File: config.mk
export PLATFORM = sky130hd
export DESIGN_NAME = axis_read_address
export DESIGN_NICKNAME = d
export VERILOG_FILES = /design/src/rtl/axis_read_address_pkg.sv /design/src/rtl/axis_read_address.sv
export SDC_FILE = /design/constraint.sdc
export NUM_CORES = 1
export LEC_CHECK = 0
export ABC_AREA = 1
export BUFFER_PORTS_ARGS = -buffer_cell sky130_fd_sc_hd__buf_4
export CORE_MARGIN = 10
export CORE_UTILIZATION = 40
export DETAILED_ROUTE_END_ITERATION = 16
export PLACE_DENSITY = 0.62
export SYNTH_ARGS = -nofsm -noshare
export SYNTH_HDL_FRONTEND = slang
export SYNTH_SLANG_ARGS = --single-unit
File: constraint.sdc
create_clock -name clk -period 8.6 [get_ports clk]
set_input_delay 0.86 -clock clk [delete_from_list [all_inputs] [get_ports clk]]
set_output_delay 0.86 -clock clk [all_outputs]
set_load 0.01 [all_outputs]
File: src/rtl/axis_read_address_pkg.sv
// Shared definitions for the stream-read AR stage: one-hot state indices,
// AXI burst constants and a constant-time log2 helper.
package axis_read_address_pkg;

  localparam int NUM_STATES = 4;
  localparam int S_IDLE     = 0;
  localparam int S_SETUP    = 1;
  localparam int S_ACTIVE   = 2;
  localparam int S_DONE     = 3;

  localparam logic [1:0] AXI_BURST_INCR = 2'b01;
  localparam int         AXI_4K_BYTES   = 4096;

  // Ceiling log2; only ever evaluated on parameters.
  function automatic int clog2(input int value);
    int r;
    r = 0;
    for (int i = 0; i < 31; i++) begin
      if ((1 << i) < value) r = i + 1;
    end
    return r;
  endfunction

endpackage

File: src/rtl/axis_read_address.sv
// Splits one stream command into AXI INCR read bursts, capped at BURST_MAX beats
// and never crossing a 4 KB page. First ARVALID two cycles after accept.
module axis_read_address
  import axis_read_address_pkg::*;
#(
  parameter int CONFIG_AWIDTH  = 32,
  parameter int CONFIG_DWIDTH  = 32,
  parameter int WIDTH_RATIO    = 2,
  parameter int AXI_ADDR_WIDTH = 32,
  parameter int AXI_DATA_WIDTH = 64,
  parameter int AXI_LEN_WIDTH  = 8,
  parameter int BURST_MAX      = 16
) (
  input  logic                      clk,
  input  logic                      rst,
  input  logic [CONFIG_AWIDTH-1:0]  cfg_address,
  input  logic [CONFIG_DWIDTH-1:0]  cfg_length,
  input  logic                      cfg_valid,
  output logic                      cfg_ready,
  output logic [AXI_ADDR_WIDTH-1:0] axi_araddr,
  output logic [AXI_LEN_WIDTH-1:0]  axi_arlen,
  output logic [2:0]                axi_arsize,
  output logic [1:0]                axi_arburst,
  output logic                      axi_arvalid,
  input  logic                      axi_arready,
  output logic                      done
);

  localparam int BPB         = AXI_DATA_WIDTH / 8;
  localparam int BPB_SHIFT   = clog2(BPB);
  localparam int RATIO_SHIFT = clog2(WIDTH_RATIO);
  localparam int BEATS_W     = CONFIG_DWIDTH + 1;
  // Wide enough for any burst count up to a full 4 KB page of single-byte beats.
  localparam int BURST_W     = 13;

  logic [NUM_STATES-1:0]     state_q, state_d;
  logic [AXI_ADDR_WIDTH-1:0] addr_q;
  logic [BEATS_W-1:0]        beats_q;
  logic [BURST_W-1:0]        burst_q;
  logic [BURST_W-1:0]        b4k, cap, burst_sel;
  logic                      accept, ar_hs, last_burst;

  assign accept     = state_q[S_IDLE] & cfg_valid;
  assign ar_hs      = state_q[S_ACTIVE] & axi_arready;
  assign last_burst = (beats_q == BEATS_W'(burst_q));

  // Beats left before the next 4 KB page; never zero since addr_q is BPB-aligned.
  assign b4k       = (BURST_W'(AXI_4K_BYTES) - BURST_W'(addr_q[11:0])) >> BPB_SHIFT;
  assign cap       = (b4k < BURST_W'(BURST_MAX)) ? b4k : BURST_W'(BURST_MAX);
  assign burst_sel = (beats_q < BEATS_W'(cap)) ? BURST_W'(beats_q) : cap;

  assign axi_arsize  = 3'(BPB_SHIFT);
  assign axi_arburst = AXI_BURST_INCR;

  always_ff @(posedge clk) begin
    if (rst) begin
      state_q         <= '0;
      state_q[S_IDLE] <= 1'b1;
    end else begin
      state_q <= state_d;
    end
  end

  always_comb begin
    state_d = '0;
    case (1'b1)
      state_q[S_IDLE]:   state_d[accept ? S_SETUP : S_IDLE] = 1'b1;
      state_q[S_SETUP]:  state_d[(beats_q == '0) ? S_DONE : S_ACTIVE] = 1'b1;
      state_q[S_ACTIVE]: state_d[ar_hs ? (last_burst ? S_DONE : S_SETUP) : S_ACTIVE] = 1'b1;
      state_q[S_DONE]:   state_d[S_IDLE] = 1'b1;
      default:           state_d[S_IDLE] = 1'b1;
    endcase
  end

  always_comb begin
    cfg_ready   = state_q[S_IDLE];
    axi_arvalid = state_q[S_ACTIVE];
    done        = state_q[S_DONE];
  end

  // AR payload only changes in SETUP, so it is stable for the whole ACTIVE phase.
  always_ff @(posedge clk) begin
    if (accept) begin
      addr_q  <= AXI_ADDR_WIDTH'(cfg_address) & ~AXI_ADDR_WIDTH'(BPB - 1);
      beats_q <= (BEATS_W'(cfg_length) + BEATS_W'(WIDTH_RATIO - 1)) >> RATIO_SHIFT;
    end else if (ar_hs) begin
      addr_q  <= addr_q + (AXI_ADDR_WIDTH'(burst_q) << BPB_SHIFT);
      beats_q <= beats_q - BEATS_W'(burst_q);
    end
    if (state_q[S_SETUP]) begin
      burst_q    <= burst_sel;
      axi_araddr <= addr_q;
      axi_arlen  <= AXI_LEN_WIDTH'(burst_sel - 1'b1);
    end
  end

endmodule

# Word level (Yosys, flattened, before mapping)
# Index checks and enable logic that the tools add are counted.
dict set report word_totals {
  ff_bits 122
  word_cells 51
}
dict set report op_classes {
  n_addsub 5
  magnitude_cmp 8
  n_eq_ne 1
  n_mux 22
  bitwise 2
  n_reduce_logical 5
}
# operator count
set op_table {}
lappend op_table {{$mux 32} 4}
lappend op_table {{$add 32x1->33 const B} 1}
lappend op_table {{$eq 33x13->1} 1}
lappend op_table {{$logic_not 33->1} 1}
lappend op_table {{$lt 33x10->1} 1}
lappend op_table {{$sub 33x13->33} 1}
lappend op_table {{$add 32x16->32} 1}
lappend op_table {{$mux 13} 1}
lappend op_table {{$sub 13x12->13 const A} 1}
lappend op_table {{$lt 10x5->1 const B} 1}
lappend op_table {{$mux 10} 1}
lappend op_table {{$mux 3} 3}
lappend op_table {{$mux 1} 8}
lappend op_table {{$sub 8x1->8 const B} 1}
lappend op_table {{$demux 1 s2} 3}
lappend op_table {{$lt 2x3->1 const B} 2}
lappend op_table {{$ge 2x1->1 const B} 2}
lappend op_table {{$mux 2} 2}
lappend op_table {{$logic_and 1x1->1} 3}
lappend op_table {{$lt 1x3->1 const B} 1}
lappend op_table {{$and 1x1->1} 2}
lappend op_table {{$reduce_bool 2->1} 1}
lappend op_table {{$ge 1x1->1 const B} 1}

# Depth between registers and ports, before layout
# Gate-level depths: netlist (run 1).
dict set report logic_depth {
  depth_word 10
  mapped_depth 27
  ltp_nobuf 26
}

# Least setup slack after synthesis (run 1)
# OpenSTA, ideal clock, no wires.
dict set report synth_timing {
  path_kind {reg2reg}
  start {register addr_q[4]}
  end {register axi_arlen[6] (data pin)}
  setup_ps 252
  t_arrival_ps 2926
  required_ps 8348
  slack_ps 5422
  stages_incl_launch_ff 27
  n_path_buf 1
  cell_sequence {edfxtp_1 > inv_1 > ha_1 > nand2_1 > a21oi_1 > nand2_1 > inv_1 > nand2_1 > ha_1 > nand2_1 > nand2_1 > nand2_1 > nand2_1 > nand2_1 > nand2_1 > a21oi_4 > nand2_4 > buf_6 > nand2_2 > o21ai_2 > inv_1 > ha_1 > nand2_2 > nor2_2 > nand2_1 > nand2_1 > nand2_1}
}
dict set report synth_via {
  elab_chain_len 6
}
# element line_no
set synth_rtl {}
lappend synth_rtl {{start: declaration} axis_read_address.sv:37} ;# logic [AXI_ADDR_WIDTH-1:0] addr_q;
lappend synth_rtl {{start signal: assignment} axis_read_address.sv:84} ;# addr_q <= AXI_ADDR_WIDTH'(cfg_address) & ~AXI_ADDR_WIDTH'(BPB - 1);
lappend synth_rtl {{start signal: assignment} axis_read_address.sv:87} ;# addr_q <= addr_q + (AXI_ADDR_WIDTH'(burst_q) << BPB_SHIFT);
lappend synth_rtl {{$sub 13x12->13 (*)} axis_read_address.sv:48} ;# assign b4k = (BURST_W'(AXI_4K_BYTES) - BURST_W'(addr_q[11:0])) >> BPB_SHIFT;
lappend synth_rtl {{$lt 10x5->1} axis_read_address.sv:49} ;# assign cap = (b4k < BURST_W'(BURST_MAX)) ? b4k : BURST_W'(BURST_MAX);
lappend synth_rtl {{$mux 10 (*)} axis_read_address.sv:49}
lappend synth_rtl {{$lt 33x10->1} axis_read_address.sv:50} ;# assign burst_sel = (beats_q < BEATS_W'(cap)) ? BURST_W'(beats_q) : cap;
lappend synth_rtl {{$mux 13 (*)} axis_read_address.sv:50}
lappend synth_rtl {{via burst_sel[0]} axis_read_address.sv:40} ;# logic [BURST_W-1:0] b4k, cap, burst_sel;
lappend synth_rtl {{$sub 8x1->8 (*)} axis_read_address.sv:93} ;# axi_arlen <= AXI_LEN_WIDTH'(burst_sel - 1'b1);
lappend synth_rtl {{end signal: assignment} axis_read_address.sv:93}
lappend synth_rtl {{end: declaration} axis_read_address.sv:21} ;# output logic [AXI_LEN_WIDTH-1:0] axi_arlen,
# Mark *: on every way through the listed nets, which the timed path passes. The rest lies on a longest branch.
# A chain may end at the register's enable or synchronous reset.

# Worst setup path after layout (run 1)
# Same ends and word-level chain as after synthesis.

==> out/results.env, run 1 <==
CRITPATHMOSTFREQUENTCELL='sky130_fd_sc_hd__nand2_1'
SYNTH.AREA.TOP_CELLS='sky130_fd_sc_hd__edfxtp_1 (43%), sky130_fd_sc_hd__nand2_1 (11%), sky130_fd_sc_hd__ha_1 (6.1%)'
VIASPERCELL=4.864
INTERNAL_REG_TO_REG_SETUP_SLACK_NS=4.95
RSZ_0062_RAISED_AFTER_GLOBAL_ROUTING='false'
FINAL_PERIOD_MINUS_WORST_SETUP_SLACK_NS=3.655
WORST_R2R_STARTPOINT='addr_q[4]'
MAX-SLEW-MARGIN-REL_PCT=48.31
YOSYS.AREA_SHARE.ADDER_PCT=6.605
STATUS='complete, no violations'
CLOCK.FMAX_MHz=273.6
FF_LATCH_AREA_SQ_UM=3435
DRIVE_GT1_SHARE_PCT=17.87
WORST_HOLD_PATH.ENDPOINT='axi_araddr[26]'
MIN_PATH_TYPE='reg2reg'
SYNTH.FF_LATCH_COUNT=116
DIEAREA_SQ_UM=25500
COMBINATIONAL_FAMILY_WITH_THE_MOST_AREA_AFTER_SYNTHESIS='simple AND/OR/NAND/NOR gates'
LAYOUT_WORST_PATH_CYCLE_SHARE_PCT=42.50
TRITONCTS='done'
SYNTH.TOP_CELL.AREA_SHARE_PCT=42.71
TIMING.SETUP.TNS_NS=0
TRITONCTS.NUM_BUFFERS=17
IOPINCOUNT=116
GLOBALROUTEOVERFLOWTOTAL=0
FINISH.INSTANCE_AREA_SQ_UM=9440
CRIT_PATH_MAX_FANOUT=11
GR_USAGE_TOTAL_PCT=15.67
SETUP_VIOL_COUNT_FINAL=0
CLK_PIN_SLEW_NS=0.06
INITIAL_UTILIZATION_PCT=40.37
SLEW_VIOLATIONS=0
SYNTH_AREA_PER_CELL_SQ_UM=8.330
CRITPATHREQUIREDTIME_NS=8.78
P_SW_mW=0.5268
DRC=0
INTPOWER_mW=1.217
PIN_COUNT_OF_THE_BIGGEST_NET_ENTERING_GLOBAL_ROUTING=53
SEQ_AREA_FRAC_SYNTH_PCT=43.99
SYNTHFLOPTYPE='sky130_fd_sc_hd__edfxtp_1'
CORE_SQ_UM=19330
WL_MM=19.91
TIMING.CRITICAL_PATH.TO_TYPE='flip-flop'
CTS_HOLD_REPAIR.BUFFERS=0
CRITICAL_PATH_CLASS='reg2reg'
IO_BUFFERS=104
WORST-SLEW-PIN-TRANSITION_NS=0.7672
ANTENNA_FOUND_INITIAL=0
CHIPWIDTH_UM=159.7
POSTSYNTH.ASYNCRESETSHARE_PCT=0
AREA_DELTA_SYNTH_FINAL_PCT=20.95
CLK_ROOT_BUFFER_CELL='sky130_fd_sc_hd__clkbuf_16'
CRITICAL_PATH.CELL_CHAIN='inv_1 > ha_1 > nand2_1 > a21oi_1 > nand2_1 > inv_1 > nand2_1 > ha_1 > nand2_1 > nand2_1 > nand2_1 > nand2_1 > nand2_1 > nand2_1 > a21oi_4 > nand2_4 > o21ai_2 > inv_1 > ha_1 > nand2_2 > nor2_2 > nand3_1 > nand2_1'
SYNTH_AREA_IN_COMPOUND_GATES_PCT=10.31
CAP_VIOL_MAX_COUNT=0
ANTENNA_LEFT=0
R2R.WORST_PATH.CELLS=23
CRITPATHLAUNCHTYPE='flip-flop'
PLACE_WS_NS=4.928
TIMING.FINAL.WS_SETUP_NS=4.945
POWER.DENSITY_CELL_AREA_nW_PER_UM2=184.7
GP_CONGESTION=0.9143
ANTENNA_CELLS=0
DRT_PRE_ANTENNA_ITERS=5
VDD_IR_DROP_MAX_mV=0.1253
CLK_LATENCY_NS=0.42
POWER.COMBINATIONAL.FRACTION_PCT=19.7
SYNTH-XOR-AREA-SHARE_PCT=5.595
CLKPWRFRAC_PCT=38.5
CRITICAL_PATH.SLOWEST_CELL='sky130_fd_sc_hd__edfxtp_1'
FLOORPLAN.DIE.HEIGHT_UM=159.7
PLACEMENT.CELL_AREA_SQ_UM=8884
CTS_MAX_LEVEL=4
SYNTHESIZED_AREA_FRACTION_OCCUPIED_BY_AND_OR_NAND_NOR_CELLS_PCT=27.12
YOSYSWARNINGS=0
CLK_PATH_BUF_DEPTH=2
MIN_FROM='addr_q[26]'
NUMBER_OF_GLOBAL_ROUTE_VIAS_BEFORE_REPAIR=6412
POST_CTS_RESIZE_COUNT=0
PLACE_HPWL_MM=15.40
POSTSYNTHCELLCOUNT=937
NETSWITCHINGFRACTION_PCT=30.22
MOST_AREA_HUNGRY_CELL_TYPE_IN_THE_YOSYS_NETLIST='sky130_fd_sc_hd__edfxtp_1'
MULTIINPUTGATEAREA_SQ_UM=3946
SEQUENTIALPOWERSHARE_PCT=41.8
POSTCTSSETUPREPAIRBUFS=0
WIRE_PER_INST_UM=14.93
WORST_PATH_LARGEST_CELL_DELAY_NS=0.43
NETLIST-CELL-TYPE-COUNT=45
SYNTH.AREA.MUX_SHARE_PCT=0.1282
INITIALDRTVIOLATIONCOUNT=399
SYNTH.CELL_AREA_SQ_UM=7805
ROWS=51
FINALCLOCKSKEW_NS=0.008682
WORST_EP_ARRIVAL_TIME_NS=3.84
CRIT-REG2REG-CAPTURE='axi_arlen[6]'
TRITONCTS_NUM_SINKS=116
FINALNETCOUNT=1164
SYNTH-EDFF-COUNT=111
CELLLEAKAGEPOWER_nW=4.014
GRT_FIRST_PASS_WIRELENGTH_MM=32.80
TIMING.FINAL.HOLD_VIOLATIONS=0
WORST_HOLD_PATH.NUM_CELLS=0
NUM_VIAS=6489
FILLERINSTANCES=1932
-- kinds of logic (layout without fill, tap and decap cells) --
family	count (synthesis)	after routing
and+or+nand+nor	466	466
AOI/OAI and AO/OA	145	145
buffers and inverters	118	236
DFF	116	116
xor gates and xnor gates	49	49
adders and majority gates	40	40
other	2	16
muxes	1	1
-- synthesized netlist by cell type, types with 2 or more instances --
cell and instances:
sky130_fd_sc_hd__a21o_1 5, sky130_fd_sc_hd__a21oi_1 49, sky130_fd_sc_hd__a21oi_4 2, sky130_fd_sc_hd__a31o_2 2, sky130_fd_sc_hd__a31oi_1 4, sky130_fd_sc_hd__buf_4 8
sky130_fd_sc_hd__clkbuf_1 13, sky130_fd_sc_hd__conb_1 2, sky130_fd_sc_hd__dfxtp_1 5, sky130_fd_sc_hd__edfxtp_1 111, sky130_fd_sc_hd__fa_1 2, sky130_fd_sc_hd__ha_1 38
sky130_fd_sc_hd__inv_1 95, sky130_fd_sc_hd__nand2_1 234, sky130_fd_sc_hd__nand2_2 9, sky130_fd_sc_hd__nand2_4 6, sky130_fd_sc_hd__nand3_1 50, sky130_fd_sc_hd__nand3b_1 6
sky130_fd_sc_hd__nand4_1 19, sky130_fd_sc_hd__nor2_1 82, sky130_fd_sc_hd__nor2_2 12, sky130_fd_sc_hd__nor2_4 3, sky130_fd_sc_hd__nor3_1 22, sky130_fd_sc_hd__nor4_1 11
sky130_fd_sc_hd__o21a_1 2, sky130_fd_sc_hd__o21ai_0 68, sky130_fd_sc_hd__o21ai_1 2, sky130_fd_sc_hd__o21ai_2 2, sky130_fd_sc_hd__o21bai_1 3, sky130_fd_sc_hd__o22ai_1 3
sky130_fd_sc_hd__o31ai_1 2, sky130_fd_sc_hd__or2_2 6, sky130_fd_sc_hd__xnor2_1 19, sky130_fd_sc_hd__xor2_1 29
-- cells in the final DEF, fill, tap and decap left out, types with 5 or more instances in the layout --
| cell | n |
|---|---|
| sky130_fd_sc_hd__nand2_1 | 233 |
| sky130_fd_sc_hd__edfxtp_1 | 111 |
| sky130_fd_sc_hd__buf_4 | 108 |
| sky130_fd_sc_hd__inv_1 | 94 |
| sky130_fd_sc_hd__nor2_1 | 82 |
| sky130_fd_sc_hd__o21ai_0 | 68 |
| sky130_fd_sc_hd__nand3_1 | 50 |
| sky130_fd_sc_hd__a21oi_1 | 49 |
| sky130_fd_sc_hd__ha_1 | 38 |
| sky130_fd_sc_hd__xor2_1 | 29 |
| sky130_fd_sc_hd__nor3_1 | 22 |
| sky130_fd_sc_hd__nand4_1 | 19 |
| sky130_fd_sc_hd__xnor2_1 | 19 |
| sky130_fd_sc_hd__clkbuf_16 | 17 |
| sky130_fd_sc_hd__conb_1 | 16 |
| sky130_fd_sc_hd__nor2_2 | 12 |
| sky130_fd_sc_hd__nor4_1 | 11 |
| sky130_fd_sc_hd__nand2_2 | 10 |
| sky130_fd_sc_hd__nand2_4 | 6 |
| sky130_fd_sc_hd__nand3b_1 | 6 |
| sky130_fd_sc_hd__or2_2 | 6 |
| sky130_fd_sc_hd__a21o_1 | 5 |
| sky130_fd_sc_hd__clkinvlp_4 | 5 |
-- cell type report --
| class | count | area share (%) |
|---|---|---|
| Multi-Input combinational cell | 717 | 41.80 |
| Sequential cell | 116 | 36.38 |
| Timing Repair Buffer | 108 | 8.588 |
| Clock buffer | 17 | 4.506 |
| Inverter | 96 | 3.817 |
| Tap cell | 265 | 3.512 |
| Clock inverter | 15 | 1.392 |
-- sequential cells by signal (all words and copies together) (netlist names) --
name	count
state_q	4
addr_q	29
beats_q	33
axi_araddr	29
burst_q	13
axi_arlen	8
-- metrics by stage --
step	total power, mW	hold slack (ns)	utilization, %	std cells
floorplan	0.9666	0.4264	-	951
global placement	1.076	0.4367	45.95	1302
detailed placement	1.081	0.4440	45.95	1302
CTS	1.751	0.4581	48.83	1334
global route	1.834	0.4802	48.83	1334
finish	1.744	0.4578	48.83	1334
-- power groups by stage --
stage	combinational, mW	clock [mW]	sequential [mW]
6_report	0.343	0.672	0.729
5_1_grt	0.393	0.705	0.736
4_1_cts	0.343	0.678	0.729
3_5_place_dp	0.341	0	0.741
3_3_place_gp	0.337	0	0.740
2_1_floorplan	0.232	0	0.735
-- worst max-delay path, delay by kind of cell, from the launching register on --
family                   cells  cell delay (ns)
adder cells (fa/ha/maj)      3             0.76
AO/OA/AOI/OAI                3             0.71
flip-flops                   1             0.43
buffers and inverters        3             0.39
AND/OR/NAND/NOR             14             1.10
-- metal layers --
| metal | GRT usage [%] | part of all wire (%) |
|---|---|---|
| met5 | 0 | 0 |
| met1 | 21.40 | 49 |
| met4 | 4.591 | 1.2 |
| met2 | 23.98 | 44 |
| met3 | 3.907 | 5.7 |
-- worst max path at each step --
stage | slack [ns] | endpoint | cells past startpoint | startpoint
finish | 4.95 | axi_arlen[6] | 23 | addr_q[4]
global route | 4.51 | axi_arlen[6] | 23 | addr_q[4]
CTS | 4.92 | axi_arlen[6] | 23 | addr_q[4]
detailed placement | 4.93 | axi_arlen[6] | 23 | addr_q[4]
global placement | 4.99 | axi_arlen[6] | 23 | addr_q[4]
floorplan | 5.42 | axi_arlen[6] | 26 | addr_q[4]
Note: power is estimated with default switching activity, not from simulation.
==> inputs of run 2 (changes only) <==
Settings changed: ABC_AREA 1 to 0, PLACE_DENSITY 0.62 to 0.63.
Clock period 8.6 ns to 3.5 ns, I/O delays scaled along.
==> run 2 against run 1 <==
Effect of this change: clock power grew to 2.6 times the previous value; first-iteration DRC count fell by 35%; routed wire length decreased by 11%; register-to-register slack got worse by 4.9 ns; critical path type unchanged; critical endpoint unchanged; largest power group unchanged.
==> out/results.env, run 2 <==
SYNTH-EDFF-COUNT=111
CRITPATHLAUNCHTYPE='flip-flop'
WORST_SETUP_PATH_STARTPOINT='beats_q[21]'
ANTENNA_CELLS=0
GLOBALROUTEOVERFLOWTOTAL=0
REPORT.POWER.TOTAL_mW=4.377
SEQ_AREA_FRAC_SYNTH_PCT=47.14
SYNTH-XOR-AREA-SHARE_PCT=10.94
CLK_PATH_BUF_DEPTH=2
WORST-SLEW-PIN-TRANSITION_NS=1.037
NUM_VIAS=5634
NUMBER_OF_GLOBAL_ROUTE_VIAS_BEFORE_REPAIR=5597
SETUP_VIOL_COUNT_FINAL=0
DRC=0
CLK_LATENCY_NS=0.43
RSZ_0062_RAISED_AFTER_GLOBAL_ROUTING='true'
CRIT_PATH_MAX_FANOUT=7
CLK_PIN_SLEW_NS=0.06
SYNTH_AREA_PER_CELL_SQ_UM=10.06
SYNTHESIZED_AREA_FRACTION_OCCUPIED_BY_AND_OR_NAND_NOR_CELLS_PCT=17.49
CRIT-REG2REG-CAPTURE='axi_arlen[6]'
WIRE_PER_INST_UM=15.92
WORST_EP_ARRIVAL_TIME_NS=3.61
PLACE_HPWL_MM=13.15
SYNTH.CELL_AREA_SQ_UM=7283
DIEAREA_SQ_UM=24000
GP_CONGESTION=0.8910
ANTENNA_LEFT=0
TIMING.CRITICAL_PATH.TO_TYPE='flip-flop'
YOSYSWARNINGS=0
IOPINCOUNT=116
WORSTSETUPENDPOINT='axi_arlen[6]'
SYNTH_MOST_COMMON_CELL='sky130_fd_sc_hd__edfxtp_1'
NETLIST-CELL-TYPE-COUNT=56
AREA_DELTA_SYNTH_FINAL_PCT=27.54
INITIALDRTVIOLATIONCOUNT=258
CELLLEAKAGEPOWER_nW=3.562
TRITONCTS='done'
TRITONCTS.NUM_BUFFERS=17
R2R.WORST_PATH.CELLS=13
GRT_FIRST_PASS_WIRELENGTH_MM=28.48
SLEW_VIOLATIONS=0
FINALNETCOUNT=977
PIN_COUNT_OF_THE_BIGGEST_NET_ENTERING_GLOBAL_ROUTING=65
DRIVE_GT1_SHARE_PCT=23.24
GR_USAGE_TOTAL_PCT=14.62
TRITONCTS_NUM_SINKS=116
LAYOUT_COMMONEST_CELL='sky130_fd_sc_hd__buf_4'
TIMING.SETUP.TNS_NS=0
SYNTH.TOP_CELL.AREA_SHARE_PCT=45.77
MOST_AREA_HUNGRY_CELL_TYPE_IN_THE_YOSYS_NETLIST='sky130_fd_sc_hd__edfxtp_1'
VIASPERCELL=5.071
DRT_PRE_ANTENNA_ITERS=4
CRITICAL_PATH_CLASS='reg2reg'
MAX_FFS_PER_REGISTER=33
COMBINATIONAL_FAMILY_WITH_THE_MOST_AREA_AFTER_SYNTHESIS='simple AND/OR/NAND/NOR gates'
SYNTH.FF_LATCH_COUNT=116
POSTSYNTHCELLCOUNT=724
TIMING.FINAL.HOLD_VIOLATIONS=0
SYNTHFLOPTYPE='sky130_fd_sc_hd__edfxtp_1'
FLOORPLAN.DIE.HEIGHT_UM=154.9
MOST-COMMON-LAYOUT-CELLS='sky130_fd_sc_hd__buf_4 (141), sky130_fd_sc_hd__edfxtp_1 (111), sky130_fd_sc_hd__nand2_1 (75), sky130_fd_sc_hd__o21ai_0 (65)'
LAYOUT_WORST_PATH_CYCLE_SHARE_PCT=98.01
ANTENNA_FOUND_INITIAL=0
CORE_SQ_UM=17960
MAX-SLEW-MARGIN-REL_PCT=30.85
MIN_PATH_TYPE='in2reg'
INTERNAL_REG_TO_REG_SETUP_SLACK_NS=0.07
CTS_MAX_LEVEL=4
VDD_IR_DROP_MAX_mV=0.3314
WORST_R2R_STARTPOINT='beats_q[21]'
FINALCLOCKSKEW_NS=0.008005
YOSYS.AREA_SHARE.ADDER_PCT=7.078
POWER.DENSITY_CELL_AREA_nW_PER_UM2=471.2
SYNTHTOPCELLSBYCOUNT='sky130_fd_sc_hd__edfxtp_1 (111), sky130_fd_sc_hd__nand2_1 (80), sky130_fd_sc_hd__o21ai_0 (66)'
IO_BUFFERS=104
SYNTH_AREA_IN_COMPOUND_GATES_PCT=12.71
REGISTERS.TOP_BY_FF_COUNT='beats_q'
STATUS='complete, no violations'
WL_MM=17.69
WORST_HOLD_SLACK_NS=0.09561
CRITPATHREQUIREDTIME_NS=3.68
SYNTH.AREA.TOP_CELLS='sky130_fd_sc_hd__edfxtp_1 (46%), sky130_fd_sc_hd__ha_1 (6.5%), sky130_fd_sc_hd__xnor2_1 (5.7%)'
CLK_ROOT_BUFFER_CELL='sky130_fd_sc_hd__clkbuf_16'
FINAL_PERIOD_MINUS_WORST_SETUP_SLACK_NS=3.430
CHIPWIDTH_UM=154.9
POSTSYNTH.ASYNCRESETSHARE_PCT=0
ROWS=49
SYNTH.AREA.MUX_SHARE_PCT=1.237
CAP_VIOL_MAX_COUNT=0
LARGEST_REGISTERS='beats_q: 33 flops, addr_q: 29 flops, axi_araddr: 29 flops'
INITIAL_UTILIZATION_PCT=40.54
CLOCK.FMAX_MHz=291.5
run 2: changes by cell type after synthesis, sizes merged, moves of 8 or more:
cell and change:
nand2 -169, inv -74, nor2 -49, nand3 -30, xnor2 +28, xor2 +14
or3 +12, and3 +10, a21oi -9, nand2b +9, and2 +8, mux2i +8
run 2: metal layers:
layer  share of wire [%]  up-vias  track usage, %
met5                   0        -               0
met4                 1.8        0           5.488
met3                 4.8       21           3.639
met2                  46      127           22.38
met1                  48     2560           19.52
li1                    -     2926               -
run 2: kinds of logic (layout without fill, tap and decap cells):
group | after synthesis | in the layout
AOI/OAI and AO/OA | 157 | 157
muxes | 9 | 9
adders and majority gates | 40 | 40
buffers and inverters | 52 | 196
and+or+nand+nor | 257 | 257
DFF | 116 | 116
xor gates and xnor gates | 91 | 91
other | 2 | 16
run 2: how the worst min path moves through the flow:
stage	from	endpoint	slack, ns	depth (start not counted)
2_1_floorplan	rst	state_q[1]	0.42	1
3_3_place_gp	addr_q[14]	axi_araddr[14]	0.46	0
3_5_place_dp	addr_q[14]	axi_araddr[14]	0.46	0
4_1_cts	rst	state_q[1]	0.08	2
5_1_grt	rst	state_q[1]	0.08	2
6_report	rst	state_q[1]	0.1	2
run 2: report_power, final:
| part | internal, mW | switching [mW] |
|---|---|---|
| Clock | 1.05 | 0.670 |
| Sequential | 1.68 | 0.0966 |
| Combinational | 0.405 | 0.471 |
| Total | 3.14 | 1.24 |
run 2: worst max-delay path, stage by stage, from the launching register on:
cell and delay, ns:
sky130_fd_sc_hd__edfxtp_1 0.38, sky130_fd_sc_hd__or4_4 0.54, sky130_fd_sc_hd__or3_4 0.39, sky130_fd_sc_hd__or4_4 0.51
sky130_fd_sc_hd__nor3_4 0.15, sky130_fd_sc_hd__and4bb_4 0.37, sky130_fd_sc_hd__nor2_4 0.06, sky130_fd_sc_hd__a21oi_4 0.15
sky130_fd_sc_hd__ha_4 0.17, sky130_fd_sc_hd__nand2_2 0.06, sky130_fd_sc_hd__nor3_2 0.19, sky130_fd_sc_hd__xor2_1 0.09
sky130_fd_sc_hd__nand2_1 0.06, sky130_fd_sc_hd__o21ai_1 0.05
run 2: timing repair:
action	CTS	global route
endpoints found under the hold margin	0	0
hold buffers	0	0
buffers inserted	1	3
resized for setup	3	20
pin swaps	1	10
endpoints found under the setup margin	2	3
cloned	0	0
run 2: stage by stage:
stage                     utilization [%]  instances  instance area (sq um)  setup WS, ns
final                               51.71       1111                   9289       0.06960
after CTS                           51.01       1108                   9163       0.03482
after detailed placement            47.65       1075                   8559      -0.03554
after global placement              47.65       1075                   8559     -0.008378
after floorplan                         -        738                   7382      0.008266
after global routing                51.71       1111                   9289       -0.1264
run 2: cell type report:
type	instances	area, sq um
flip-flops and latches	116	3435
repair buffers	142	1079
clock inverters	14	152.6
inverters	22	82.58
multi-input cells	570	3825
well taps	229	286.5
fillers	1698	8675
clock buffers	18	429.2
==> inputs of run 3 (changes only) <==
Settings changed: PLACE_DENSITY 0.63 to 0.57.
Clock period 3.5 ns to 3.4 ns, I/O delays scaled along.
==> run 3 against run 2 <==
Effect of this change: clock skew shrank 0.0015 ns; flip-flop and latch count is the same; core utilization grew 0.77 points; via count grew 5.0%; die area is the same; largest power group is now clock.
==> out/results.env, run 3 (synthesis gave the netlist of run 2 again) <==
PLACEMENT.CELL_AREA_SQ_UM=8584
IOPINCOUNT=116
CLK_LATENCY_NS=0.42
NUMBER_OF_GLOBAL_ROUTE_VIAS_BEFORE_REPAIR=5991
LAYOUT_COMMONEST_CELL='sky130_fd_sc_hd__buf_4'
FINALCLOCKSKEW_NS=0.006490
LARGEST_REGISTERS='beats_q: 33 flops, addr_q: 29 flops, axi_araddr: 29 flops'
PLACE_WS_NS=-0.2519
WIRE_PER_INST_UM=17.10
WORST_SETUP_PATH_STARTPOINT='addr_q[4]'
WL_MM=19.23
STATUS='complete, no violations'
CRIT_PATH_MAX_FANOUT=6
WORSTSETUPENDPOINT='axi_arlen[2]'
TIMING.FINAL.HOLD_VIOLATIONS=0
MULTIINPUTGATEAREA_SQ_UM=3805
STDCELL_COUNT=1125
INTPOWER_mW=3.387
GRT_FIRST_PASS_WIRELENGTH_MM=30.85
CLK_ROOT_BUFFER_CELL='sky130_fd_sc_hd__clkbuf_16'
INTERNAL_REG_TO_REG_SETUP_SLACK_NS=0.006
FILLERINSTANCES=1638
DRC=0
GR_USAGE_TOTAL_PCT=15.76
WORST_HOLD_PATH.NUM_CELLS=2
ANTENNA_LEFT=0
TRITONCTS.NUM_BUFFERS=17
SETUP_VIOL_COUNT_FINAL=0
CLOCK.FMAX_MHz=294.6
WORST_HOLD_SLACK_NS=0.1046
PLACE_HPWL_MM=14.35
MIN_PATH_TYPE='in2reg'
GLOBALROUTEOVERFLOWTOTAL=0
FINISH.INSTANCE_AREA_SQ_UM=9428
INITIALDRTVIOLATIONCOUNT=314
MAX_FFS_PER_REGISTER=33
CLK_PATH_BUF_DEPTH=2
CAP_VIOL_MAX_COUNT=0
SLEW_VIOLATIONS=0
CRITPATHLAUNCHTYPE='flip-flop'
POWER.COMBINATIONAL.FRACTION_PCT=19.6
WORST_R2R_STARTPOINT='addr_q[4]'
WORST-SLEW-PIN-TRANSITION_NS=0.8191
RSZ_0062_RAISED_AFTER_GLOBAL_ROUTING='true'
INITIAL_UTILIZATION_PCT=40.54
DP.CELLS=1078
ROWS=49
VIASPERCELL=5.259
TIMING.FINAL.WS_SETUP_NS=0.005519
P_SW_mW=1.290
CLKPWRFRAC_PCT=41.2
CELLLEAKAGEPOWER_nW=3.648
CHIPWIDTH_UM=154.9
R2R.WORST_PATH.CELLS=17
WORST_EP_ARRIVAL_TIME_NS=3.55
IO_BUFFERS=104
CRIT-REG2REG-CAPTURE='axi_arlen[2]'
DIEAREA_SQ_UM=24000
DRIVE_GT1_SHARE_PCT=24.44
NUM_VIAS=5916
CORE_SQ_UM=17960
SEQUENTIALPOWERSHARE_PCT=39.2
TIMING.SETUP.TNS_NS=0
FLOORPLAN.DIE.HEIGHT_UM=154.9
NETSWITCHINGFRACTION_PCT=27.59
CRITPATHREQUIREDTIME_NS=3.56
REPORT.POWER.TOTAL_mW=4.677
LAYOUT_WORST_PATH_CYCLE_SHARE_PCT=99.84
FF_LATCH_AREA_SQ_UM=3435
TRITONCTS_NUM_SINKS=116
ANTENNA_CELLS=0
MAX-SLEW-MARGIN-REL_PCT=44.97
POWER.DENSITY_CELL_AREA_nW_PER_UM2=496.1
ANTENNA_FOUND_INITIAL=0
DRT_PRE_ANTENNA_ITERS=5
GP_CONGESTION=0.8707
FINAL_PERIOD_MINUS_WORST_SETUP_SLACK_NS=3.394
TRITONCTS='done'
VDD_IR_DROP_MAX_mV=0.3337
TIMING.CRITICAL_PATH.TO_TYPE='flip-flop'
CRITICAL_PATH_CLASS='reg2reg'
UTILIZATION_PCT=52.48
PIN_COUNT_OF_THE_BIGGEST_NET_ENTERING_GLOBAL_ROUTING=39
CLK_PIN_SLEW_NS=0.06
AREA_DELTA_SYNTH_FINAL_PCT=29.45
FINALNETCOUNT=991
CTS_MAX_LEVEL=4
MOST-COMMON-LAYOUT-CELLS='sky130_fd_sc_hd__buf_4 (154), sky130_fd_sc_hd__edfxtp_1 (111), sky130_fd_sc_hd__nand2_1 (76), sky130_fd_sc_hd__o21ai_0 (65)'
REGISTERS.TOP_BY_FF_COUNT='beats_q'
==> run 3: cell types whose count changed in the layout (fill, tap and decap cells not counted), sizes merged <==
cell,delta
buf,+14
bufinv,+2
clkinv,-1
inv,-1
==> run 3: how the worst min path moves through the flow <==
stage | from | to
final | rst | state_q[1]
after global routing | rst | state_q[1]
after CTS | rst | state_q[1]
after detailed placement | addr_q[15] | axi_araddr[15]
after global placement | addr_q[15] | axi_araddr[15]
after floorplan | rst | state_q[1]
==> run 3: final cells by class <==
type,instances,share of cell area (%)
Timing Repair Buffer,156,12.59
Multi-Input combinational cell,570,40.36
Tap cell,229,3.039
Clock inverter,14,2.150
Inverter,22,0.8759
Clock buffer,18,4.552
Sequential cell,116,36.43
==> run 3: metal layers <==
metal  part of all wire [%]  GRT usage, %
met1                     47         20.42
met5                      0             0
met2                     46         25.26
met4                    1.6         5.533
met3                    5.2         3.584
==> run 3: power groups by stage <==
stage	combinational, mW	sequential, mW	clock (mW)
floorplan	0.569	1.85	0
global placement	0.875	1.85	0
detailed placement	0.889	1.86	0
CTS	0.915	1.83	1.96
global route	1.02	1.85	2.02
finish	0.917	1.83	1.93
==> run 3: what timing repair did <==
item	CTS	global route
pin swaps	13	8
setup endpoints to repair	7	3
gates resized for setup	17	4
hold buffers	0	0
setup buffers	13	2
==> run 3: critical path, cell delays in order, from the launching register on <==
cell	delay [ns]
sky130_fd_sc_hd__edfxtp_1	0.41
sky130_fd_sc_hd__inv_2	0.09
sky130_fd_sc_hd__ha_4	0.14
sky130_fd_sc_hd__nor3b_4	0.21
sky130_fd_sc_hd__mux2i_2	0.35
sky130_fd_sc_hd__nor2_4	0.09
sky130_fd_sc_hd__nand2_2	0.10
sky130_fd_sc_hd__ha_4	0.21
sky130_fd_sc_hd__a21o_1	0.18
sky130_fd_sc_hd__a21oi_2	0.11
sky130_fd_sc_hd__nor2_1	0.04
sky130_fd_sc_hd__and4bb_4	0.40
sky130_fd_sc_hd__nand2_2	0.07
sky130_fd_sc_hd__o21a_1	0.14
sky130_fd_sc_hd__ha_4	0.19
sky130_fd_sc_hd__buf_4	0.13
sky130_fd_sc_hd__buf_4	0.12
sky130_fd_sc_hd__xor2_1	0.14
